===== config.mk =====
export PLATFORM = sky130hd
export DESIGN_NAME = agc_timepulse_seq
export DESIGN_NICKNAME = d
export VERILOG_FILES = /design/src/rtl/agc_timepulse_seq.sv
export SDC_FILE = /design/constraint.sdc
export NUM_CORES = 1
export LEC_CHECK = 0
export CORE_MARGIN = 3
export CORE_UTILIZATION = 49
export CTS_BUF_LIST = sky130_fd_sc_hd__clkbuf_4 sky130_fd_sc_hd__clkbuf_8 sky130_fd_sc_hd__clkbuf_16
export DETAILED_ROUTE_END_ITERATION = 8
export PLACE_DENSITY = 0.9
export REMOVE_ABC_BUFFERS = 1
export SYNTH_ARGS = -nofsm -noshare
export SYNTH_HDL_FRONTEND = slang
export SYNTH_SLANG_ARGS = --single-unit

===== constraint.sdc =====
create_clock -name CLOCK -period 4.2 [get_ports CLOCK]
set_input_delay 0.42 -clock CLOCK [delete_from_list [all_inputs] [get_ports CLOCK]]
set_output_delay 0.42 -clock CLOCK [all_outputs]
set_load 0.03 [all_outputs]

===== src/rtl/agc_timepulse_seq.sv =====
// Timepulse sequencer: divides CLOCK into four phases per timepulse, sequences NUM_TP
// one-hot timepulses per MCT, with GOJAM restart, monitor stop/step and overflow flags.
module agc_timepulse_seq #(
  parameter int NUM_TP = 12,
  parameter int DIV    = 1,
  parameter int CNT_W  = 16
) (
  input  logic              CLOCK,
  input  logic              SIM_RST,
  input  logic              GOJAM,
  input  logic              MSTP,
  input  logic              MSTRTP,
  input  logic              WL15,
  input  logic              WL16,
  output logic [NUM_TP-1:0] T,
  output logic [3:0]        PHS,
  output logic              RT,
  output logic              WT,
  output logic              CT,
  output logic              MCT_END,
  output logic [CNT_W-1:0]  MCT_COUNT,
  output logic              STOP,
  output logic              OVF_n,
  output logic              UNF_n
);

  localparam int TP_W = $clog2(NUM_TP);
  localparam int DV_W = (DIV > 1) ? $clog2(DIV) : 1;

  typedef enum logic {RUN, HALT} state_t;

  state_t          state;
  logic [TP_W-1:0] tp;
  logic [1:0]      ph;
  logic [DV_W-1:0] presc;
  logic            mstrtp_q;
  logic            tick;
  logic            last_tp;
  logic            run;

  assign run     = (state == RUN);
  assign tick    = run && (presc == DV_W'(DIV - 1));
  assign last_tp = (tp == TP_W'(NUM_TP - 1));

  always_ff @(posedge CLOCK) begin
    if (SIM_RST) begin
      state     <= RUN;
      tp        <= TP_W'(NUM_TP - 1);
      ph        <= 2'd0;
      presc     <= '0;
      mstrtp_q  <= 1'b1;
      MCT_END   <= 1'b0;
      MCT_COUNT <= '0;
      OVF_n     <= 1'b1;
      UNF_n     <= 1'b1;
    end else begin
      mstrtp_q <= MSTRTP;
      MCT_END  <= 1'b0;
      if (GOJAM) begin
        state <= RUN;
        tp    <= TP_W'(NUM_TP - 1);
        ph    <= 2'd0;
        presc <= '0;
        OVF_n <= 1'b1;
        UNF_n <= 1'b1;
      end else if (state == HALT) begin
        // Resume either because stop was released or on a step edge.
        if (!MSTP || (MSTRTP && !mstrtp_q)) begin
          state <= RUN;
          tp    <= '0;
          ph    <= 2'd0;
          presc <= '0;
        end
      end else begin
        presc <= tick ? '0 : presc + DV_W'(1);
        if (tick) begin
          if (ph == 2'd3) begin
            OVF_n <= ~(WL16 & ~WL15);
            UNF_n <= ~(~WL16 & WL15);
            ph    <= 2'd0;
            if (last_tp) begin
              tp        <= '0;
              MCT_END   <= 1'b1;
              MCT_COUNT <= MCT_COUNT + CNT_W'(1);
              if (MSTP) state <= HALT;
            end else begin
              tp <= tp + TP_W'(1);
            end
          end else begin
            ph <= ph + 2'd1;
          end
        end
      end
    end
  end

  always_comb begin
    T   = '0;
    PHS = '0;
    if (run) begin
      T[tp]   = 1'b1;
      PHS[ph] = 1'b1;
    end
  end

  assign RT   = run && (ph == 2'd1);
  assign WT   = run && (ph == 2'd2);
  assign CT   = run && (ph == 2'd3);
  assign STOP = (state == HALT);

endmodule


Word level (Yosys, flattened, before mapping):

Index checks and enable logic that the tools add are counted.

* register bits: 28
* input bits: 7
* output and inout port bits: 39
* logic and storage cells: 76

* add/sub/neg operators: 4
* magnitude comparators: 4
* eq/ne operators: 5
* mux-type cells: 25
* bitwise operators: 11
* reduce and logical (&&, ||, !) cells: 18

Operator list (number)
* 2-to-1 mux 4 bit: 6
* adder 16 x 1 -> 16 bit (second input constant): 1
* 2-to-1 mux 1 bit: 12
* 2-to-1 mux 12 bit: 1
* NOT 1 bit: 9
* 2-to-1 mux 2 bit: 4
* logical AND 1 bit: 7
* AND reduction 3 bit: 2
* < comparator 4 x 5 -> 1 bit (second input constant): 1
* AND reduction 5 bit: 1
* OR reduction 5 bit: 1
* adder 4 x 1 -> 4 bit (second input constant): 1
* demux 1 bit (select 4 bit): 1
* == test 2 bit (second input constant): 2
* == test 4 bit (second input constant): 1
* >= comparator 4 x 1 -> 1 bit (second input constant): 1
* nonzero test 2 bit: 2
* < comparator 2 x 3 -> 1 bit (second input constant): 1
* adder 2 x 1 -> 2 bit (second input constant): 1
* AND 1 bit: 2
* demux 1 bit (select 2 bit): 1
* == test 2 x 1 -> 1 bit (second input constant): 1
* >= comparator 2 x 1 -> 1 bit (second input constant): 1
* logical NOT 1 bit: 2
* other kinds (5): 5

Longest topological paths before layout:

Gate-level depths: netlist of run 1.

* depth after elaboration: 5
* depth in mapped cells: 7
* mapped depth without buffers: 5

Worst setup path after synthesis of run 1:

OpenSTA, ideal clock, no wires.

* path type: register -> register
* start: reg ph[0]
* end: reg MCT_COUNT[14]
* setup time: 0.071 ns
* arrival time: 2.165 ns
* data required time: 4.129 ns
* path slack: 1.965 ns
* stages on the path, launching flop included: 8
* buffers on the path: 2
* clock period less this slack: 2.235 ns
* cell sequence: dfxtp_1 -> ha_1 -> or3b_1 -> buf_6 -> or4_1 -> buf_2 -> or3_1 -> a21oi_1

* cells in the longest elaborated chain, start to end: 2

RTL lines
* start, declared: line 34 `logic [1:0] ph;`
* start signal, assigned: line 90 `ph <= ph + 2'd1;`
* == test 2 bit: line 77 `if (ph == 2'd3) begin`
* AND reduction 5 bit (no line)
* end signal, assigned: line 84 `MCT_COUNT <= MCT_COUNT + CNT_W'(1);`
* end, declared: line 21 `output logic [CNT_W-1:0] MCT_COUNT,`

Every way passes these cells.
A chain may end at the register's enable or synchronous reset.

Final worst setup path of run 1:

* start: reg tp[0]
* end: out T[3]

* cells in the longest elaborated chain, start to end: 5
* elaborated cells between the ends (all ways): 6
* those cells by class: order compare (2); mux (3); reduce/logical (1)

RTL lines
* start, declared: line 33 `logic [TP_W-1:0] tp;`
* start signal, assigned: line 48 `tp <= TP_W'(NUM_TP - 1);`
* start signal, assigned: line 61 `tp <= TP_W'(NUM_TP - 1);`
* start signal, assigned: line 87 `tp <= tp + TP_W'(1);`
* < comparator 4 x 5 -> 1 bit (not written as such) / >= comparator 4 x 1 -> 1 bit (equally long branches): line 101 `T[tp] = 1'b1;`
* logical AND 1 bit (not written as such): line 101
* 2-to-1 mux 1 bit (not written as such): line 101
* demux 1 bit (select 4 bit) (*): line 101
* 2-to-1 mux 12 bit (*): line 100 `if (run) begin`
* end, declared: line 15 `output logic [NUM_TP-1:0] T,`

Mark *: on every way between the ends. The rest lies on a longest branch, timed or not.

==> results of run 1 <==
## path summary, 6_finish.rpt
path / start / endpoint / cells past startpoint
worst min-delay path: MCT_COUNT[15] / MCT_COUNT[15] / 2
worst min register to register: MCT_COUNT[15] / MCT_COUNT[15] / 2
worst max-delay path: tp[0] / T[3] / 4
worst max register to register: ph[0] / MCT_COUNT[10] / 5
## kinds of logic (layout without fill, tap and decap cells)
family                   Yosys count  in the layout
AO/OA/AOI/OAI                     27             27
XOR/XNOR                           7              7
adder cells (fa/ha/maj)            9              9
buffers and inverters             18             55
flip-flops                        28             28
multiplexers                       1              1
AND/OR/NAND/NOR                   90             90
## metal layers
metal / global-route usage [%] / wire length [um]
met5: 0 / 0
met1: 25.3 / 1460
met2: 33.6 / 1730
met3: 4.68 / 127
met4: 6.19 / 68
## sequential cells by signal (all words and copies together), names as in the netlist
signal and count:
ph 2, UNF_n 1, OVF_n 1, MCT_END 1, presc 1, mstrtp_q 1
STOP 1, tp 4, MCT_COUNT 16
## placed cells by master, fill, tap and decap left out, drive strengths merged, types with 2 or more instances in the layout
cell           synthesis  final
clkdlybuf4s50          0     45
nand2b                 6      6
inv                    7      7
or4                    2      2
o21ai                 11     11
nor3b                  3      3
a21oi                 10     10
nor2b                  5      5
and4                   2      2
dfxtp                 28     28
nand3                  8      8
o22ai                  2      2
or3                    7      7
nor2                  21     21
xnor2                  6      6
nor4                   3      3
nor3                  10     10
ha                     9      9
nand4                  3      3
nand2                  9      9
clkbuf                 6      3
and3                   2      2
or2                    2      2
## worst max-delay path: stages (launching register included)
cell and delay, ps:
dfxtp_1 430, ha_1 240, nand2b_1 120, nor3_1 240
clkdlybuf4s50_1 730
## metrics by stage
stage,instances,util (%)
final,248,68.6
after global routing,248,68.6
after CTS,248,68.6
after detailed placement,245,67.8
after global placement,245,67.8
after floorplan,169,-
## layout make-up
cell class | instances | area [um^2]
clock buffer | 3 | 22.5
fill | 248 | 880
inverter | 7 | 26.3
multi-input combinational | 134 | 827
sequential | 28 | 561
tap | 31 | 38.8
timing repair buffer | 45 | 450
## report_power, final
group	switching, mW	internal, mW
registers	0.00167	0.267
logic	0.0193	0.0155
clock network	0.0758	0.0337
==> reports/metrics.yaml, run 1 <==
synth_compound_area_share_pct: 10.1
p_leak_nw: 0.686
p_per_area_mw_per_mm2: 215
wire_per_inst_um: 13.6
vias: 1414
grt_pass1_wl_um: 5690
finalCriticalPeriod_ps: 2520
post-cts-setup-buffers: 0
synth_xor_area_share_pct: 4.16
area_delta_synth_final_pct: 30.5
htree_levels: 1
synth_area_leaders: "dfxtp_1, ha_1, nor2_1"
ys_ff_latch: 28
placed_area_mm2: 0.00190
cts_made_buffers: 3
grt_max_degree: 22
cp_max_fo: 5
slew_viol_final: 0
route.detailed.drc: 0
drt_first_iter_violations: 26
end_kind: "output port"
clk_pin_slew_ps: 140
tightestPinTransition_ps: 808
setup_viol: 0
cp_data_required_time_ps: 3780
cp-start-kind: "flop"
clock_path_buffers: 2
slew_headroom_pct: 46.0
post_cts_resized: 0
firstDrtPassIters: 4
finalSetupTns_ps: 0
yosysTopAreaCell: "dfxtp_1"
syn_avg_cell_area_um2: 8.20
post-synth-top-count-cell: "dfxtp_1"
crit_arrival_ps: 2100
stdcell_area_mm2: 0.00193
cap_viol_max_count: 0
drive_above_1_share_pct: 2.30
die_w_um: 60.9
ys_types: 38
hold_path_class: "reg2reg"
clkLatencyLatePin_ps: 330
cts_tree: "built"
yosys_warnings: 0
antenna_found_initial: 0
io_buffers: 45
hold_violations: 0
yosys.area_share.simple_pct: 33.5
setup_slack_ps: 1680
ir_worst_vdd_mv: 0.183
holdWs_ps: 504
final.setup_skew_ps: 5.96
grt_use_total_pct: 20.0
syn_area_mm2: 0.00148
n_antenna_cell: 0
syn_inst: 180
status: "completed"
fmax_mhz: 397
min_period_over_period_pct: 59.9
start_util_pct: 52.6
r2r_slack_ps: 1730
root_buffer: "clkbuf_4"
path_class: "reg2out"
ant_nets: 0
num_io_pins: 46
cts.sinks: 28
synth_mux_area_share_pct: 0.679
synthAdderAreaFrac_pct: 7.63
grt_pass1_vias: 1277
rows: 19
async_flop_share_pct: 0
synth_top_cell_area_share_pct: 38.0
layout.nets: 235
via_per_inst: 5.70
die-height_um: 60.9
synth_top_family_by_area: "simple AND/OR/NAND/NOR gates"
synth_edf_count: 0
rsz0062_at_grt: "false"
pre_cts_slack_ps: 1610
hold_buffers: 0
fp.dieArea_mm2: 0.00371
globalplace.congestion: 0.750
synth_commonest_cells: "dfxtp_1, nor2_1, o21ai_0"
wl_um: 3380
synth_ff_type: "dfxtp_1"
ys_seq_area_share_pct: 38.0
dpl.hpwl_um: 2630
grt_overflow_total: 0
coreArea_mm2: 0.00281
power_mw: 0.413
Power figures use the tool's default switching activity.
==> run 2: changes to the inputs <==
Settings changed: CORE_UTILIZATION 49 to 41, PLACE_DENSITY 0.9 to 0.81.
Clock period 4.2 ns to 2.22 ns, I/O delays scaled along.
==> run 2 against run 1 <==
Utilization is 7.4 points lower. Clock skew is 11 ps higher. Global-route usage is 3.6 points lower. Power is 120% higher. Die area is 18% higher. Clock power grew to 3.0 times the previous value. Register-to-register slack worse by 1600 ps. Critical endpoint is now T[1].
==> reports/metrics.yaml, run 2 (synthesis gave the netlist of run 1 again) <==
slew_headroom_pct: 66.1
layout_common_cells: "clkdlybuf4s50_1, dfxtp_1, nor2_1"
cp_max_fo: 5
min_from: "MSTRTP"
area_delta_synth_final_pct: 40.7
final_common_cell: "clkdlybuf4s50_1"
status: "completed"
crit_arrival_ps: 1890
final.setup_skew_ps: 17.2
hold_path_class: "in2reg"
hold_path_depth: 2
grt_pass1_wl_um: 5730
rows: 21
placed_area_mm2: 0.00201
antenna_found_initial: 0
whs_endpoint: "mstrtp_q"
layoutNonFillerInstCount: 276
globalplace.congestion: 0.794
timing.rr.end: "MCT_COUNT[10]"
cp_slowest_cell: "clkdlybuf4s50_1"
rsz0062_at_grt: "false"
top_regs: "MCT_COUNT: 16 flops, tp: 4 flops, ph: 2 flops"
layout.nets: 247
num_io_pins: 46
cts_tree: "built"
coreArea_mm2: 0.00339
dpl.hpwl_um: 2580
p_per_area_mw_per_mm2: 441
setup_viol: 0
end_kind: "output port"
cts.sinks: 28
r2r-start: "ph[0]"
path_cells: "ha_1 > nand2b_1 > nor3_1 > clkdlybuf4s50_1"
die_w_um: 66.0
r2r_slack_ps: 120
fp.dieArea_mm2: 0.00435
drt_first_iter_violations: 82
cts_made_buffers: 3
wl_um: 3280
slew_viol_final: 0
path_class: "reg2out"
cap_viol_max_count: 0
htree_levels: 1
largest_register_ffs: 16
io_buffers: 45
finalSetupTns_ps: 0
ff2ff_path_depth: 5
finalCriticalPeriod_ps: 2110
n_antenna_cell: 0
hold_violations: 0
clkLatencyLatePin_ps: 340
stdcell_area_mm2: 0.00208
drive_above_1_share_pct: 7.83
tightestPinTransition_ps: 507
grt_overflow_total: 0
place_inst: 272
vias: 1420
ant_nets: 0
cp-start-kind: "flop"
cp_data_required_time_ps: 2000
via_per_inst: 5.14
grt_pass1_vias: 1325
min_period_over_period_pct: 95.2
clk_pin_slew_ps: 150
post-route-util_pct: 61.2
die-height_um: 66.0
firstDrtPassIters: 4
fmax_mhz: 473
wire_per_inst_um: 11.9
regMostFlops: "MCT_COUNT"
ir_worst_vdd_mv: 0.425
route.detailed.drc: 0
cp_slowest_stage_delay_ps: 700
grt_max_degree: 21
p_leak_nw: 0.839
post-cts-setup-buffers: 0
grt_use_total_pct: 16.4
start_util_pct: 43.5
hold_buffers: 0
clock_path_buffers: 2
root_buffer: "clkbuf_4"
[run 2: layer usage]
| metal | GRT usage, % | part of all wire [%] | vias up | routed length (um) |
|---|---|---|---|---|
| li1 | - | - | 728 | - |
| met1 | 20.0 | 46 | 661 | 1510 |
| met2 | 28.9 | 50 | 26 | 1640 |
| met3 | 3.23 | 3.0 | 5 | 98 |
| met4 | 4.57 | 0.85 | 0 | 28 |
| met5 | 0 | 0 | - | 0 |
[run 2: worst max-delay path by stage]
stage,start,end,slack (ps),cells after the start
after floorplan,STOP,MCT_COUNT[12],20,4
after global placement,GOJAM,MCT_COUNT[12],140,5
after detailed placement,GOJAM,MCT_COUNT[14],90,5
after CTS,tp[0],T[2],70,5
after global routing,tp[2],T[5],3,3
final,tp[0],T[1],110,4
[run 2: layout make-up]
| class | instances | area (um^2) |
|---|---|---|
| Tap cell | 46 | 57.6 |
| Clock buffer | 3 | 22.5 |
| Inverter | 7 | 26.3 |
| Fill cell | 289 | 1310 |
| Sequential cell | 28 | 561 |
| Multi-Input combinational cell | 134 | 827 |
| Timing Repair Buffer | 57 | 552 |
| Clock inverter | 1 | 30.0 |
[run 2: critical path, delay by kind of cell (launching register included)]
family,cells,cell delay (ps)
buffers and inverters,1,700
DFF,1,450
and+or+nand+nor,2,230
adders and majority gates,1,170
[run 2: power breakdown]
| part | internal (mW) | switching, mW |
|---|---|---|
| logic | 0.0357 | 0.0393 |
| clock network | 0.183 | 0.149 |
| registers | 0.506 | 0.00179 |
[run 2: repair_timing]
action / in CTS / in global routing
setup endpoints to repair: 1 / 5
endpoints found under the hold margin: 0 / 0
resized for setup: 1 / 5
gates cloned: 0 / 0
[run 2: metrics by stage]
| stage | setup WS (ps) | hold WS, ps | power (mW) |
|---|---|---|---|
| 2_1_floorplan | 15.1 | 291 | 0.551 |
| 3_3_place_gp | 145 | 468 | 0.594 |
| 3_5_place_dp | 86.5 | 489 | 0.594 |
| 4_1_cts | 67.8 | 470 | 0.926 |
| 5_1_grt | 3.15 | 463 | 0.954 |
| 6_report | 106 | 473 | 0.915 |
==> run 3: changes to the inputs <==
Settings changed: CORE_UTILIZATION 41 to 43, CTS_BUF_LIST sky130_fd_sc_hd__clkbuf_4 sky130_fd_sc_hd__clkbuf_8 sky130_fd_sc_hd__clkbuf_16 to sky130_fd_sc_hd__clkbuf_4 sky130_fd_sc_hd__clkbuf_8, PLACE_DENSITY 0.81 to 0.84.
==> run 3 against run 2 <==
Count of clock-buffer cells in the layout did not move. Clock skew down 14 ps. Global-route usage is 0.59 points higher. Critical path depth rose by 2. Sequential share of layout area is 0.28 points higher. Power shrank 14%. Flip-flop and latch count unchanged. Highest routed layer unchanged.
==> reports/metrics.yaml, run 3 (synthesis gave the netlist of run 1 again) <==
hold_path_depth: 2
hold_violations: 0
ir_worst_vdd_mv: 0.496
rows: 20
path_cells: "ha_1 > or3b_1 > buf_4 > nand4bb_2 > or4_1 > a21oi_1"
switching_power_mw: 0.186
min_from: "MSTRTP"
grt_pass1_vias: 1296
num-fill-cells: 278
cap_viol_max_count: 0
drive_above_1_share_pct: 8.30
seq_power_share_pct: 64.2
p_int_mw: 0.605
final_common_cell: "clkdlybuf4s50_1"
area_delta_synth_final_pct: 39.3
root_buffer: "clkbuf_4"
clock_path_buffers: 2
slew_headroom_pct: 63.9
cts.sinks: 28
crit_family: "simple AND/OR/NAND/NOR gates"
grt_overflow_total: 0
top_regs: "MCT_COUNT: 16 flops, tp: 4 flops, ph: 2 flops"
cts_tree: "built"
min_period_over_period_pct: 96.3
holdWs_ps: 466
wire_per_inst_um: 12.9
die_w_um: 64.6
p_per_area_mw_per_mm2: 385
cts_made_buffers: 3
power_mw: 0.791
htree_levels: 1
r2r-start: "ph[1]"
firstDrtPassIters: 4
rsz0062_at_grt: "true"
die-height_um: 64.6
pre_cts_slack_ps: 27.5
p_leak_nw: 0.851
grt_max_degree: 21
cp_slowest_stage_delay_ps: 510
drt_first_iter_violations: 64
route.detailed.drc: 0
wl_um: 3520
n_antenna_cell: 0
ant_nets: 0
hold_path_class: "in2reg"
cp_slowest_cell: "or4_1"
layout.nets: 247
vias: 1408
clk_pin_slew_ps: 140
hold_buffers: 0
cp_max_fo: 9
fmax_mhz: 468
coreArea_mm2: 0.00315
final.setup_skew_ps: 3.37
clkLatencyLatePin_ps: 320
seqCellArea_um2: 561
via_per_inst: 5.16
grt_use_total_pct: 16.9
comb_power_share_pct: 9.6
tightestPinTransition_ps: 539
io_buffers: 45
status: "completed"
grt_pass1_wl_um: 5670
start_util_pct: 46.8
timing.rr.end: "MCT_COUNT[15]"
swShare_pct: 23.5
slew_viol_final: 0
largest_register_ffs: 16
cp-start-kind: "flop"
dpl.hpwl_um: 2690
r2r_slack_ps: 80
post-route-util_pct: 65.2
path_buf_inv: 1
fp.dieArea_mm2: 0.00417
setup_viol: 0
end_kind: "flop"
regMostFlops: "MCT_COUNT"
finalCriticalPeriod_ps: 2140
clkPwrFrac_pct: 26.2
globalplace.congestion: 0.770
multi_input_area_um2: 836
ff2ff_path_depth: 6
path_class: "reg2reg"
antenna_found_initial: 0
layout_common_cells: "clkdlybuf4s50_1, dfxtp_1, nor2_1"
crit_arrival_ps: 2410
whs_endpoint: "mstrtp_q"
cp_data_required_time_ps: 2490
num_io_pins: 46
setup_slack_ps: 82.3
-- run 3: worst max path at each step --
stage                     depth (start not counted)  start            end
after floorplan                                   4   STOP  MCT_COUNT[12]
after global placement                            5  GOJAM  MCT_COUNT[14]
after detailed placement                          5  GOJAM  MCT_COUNT[10]
after CTS                                         5  tp[0]           T[0]
after global routing                              6  ph[1]  MCT_COUNT[15]
final                                             6  ph[1]  MCT_COUNT[15]
-- run 3: area by class of cell --
type	instances	area share, %
Tap cell	44	2.68
Timing Repair Buffer	57	27.0
Multi-Input combinational cell	134	40.7
Inverter	7	1.28
Sequential cell	28	27.3
Clock buffer	3	1.10
-- run 3: metrics by stage --
step           std cells  setup TNS, ps  cell area [um^2]
2_1_floorplan        169              0              1410
6_report             273              0              2050
3_5_place_dp         270              0              2010
3_3_place_gp         270              0              2010
5_1_grt              273          -48.9              2050
4_1_cts              273              0              2030
-- run 3: metal layers --
metal  vias to the layer above  GRT usage, %  routed length, um
met4                         0          4.75                 48
met5                         -             0                  0
met2                        32          29.3               1700
met1                       644          21.2               1660
li1                        726             -                  -
met3                         6          3.64                115
-- run 3: power by group through the flow --
stage	clock, mW	combinational, mW	sequential (mW)
2_1_floorplan	0	0.0311	0.520
3_3_place_gp	0	0.0751	0.518
3_5_place_dp	0	0.0758	0.519
4_1_cts	0.210	0.0759	0.508
5_1_grt	0.232	0.0823	0.508
6_report	0.207	0.0757	0.508
-- run 3: what timing repair did --
action / in CTS / in global routing
endpoints found under the setup margin: 1 / 12
gates cloned: 0 / 0
gates resized for setup: 1 / 8
pin swaps: 0 / 0
setup buffers: 0 / 0
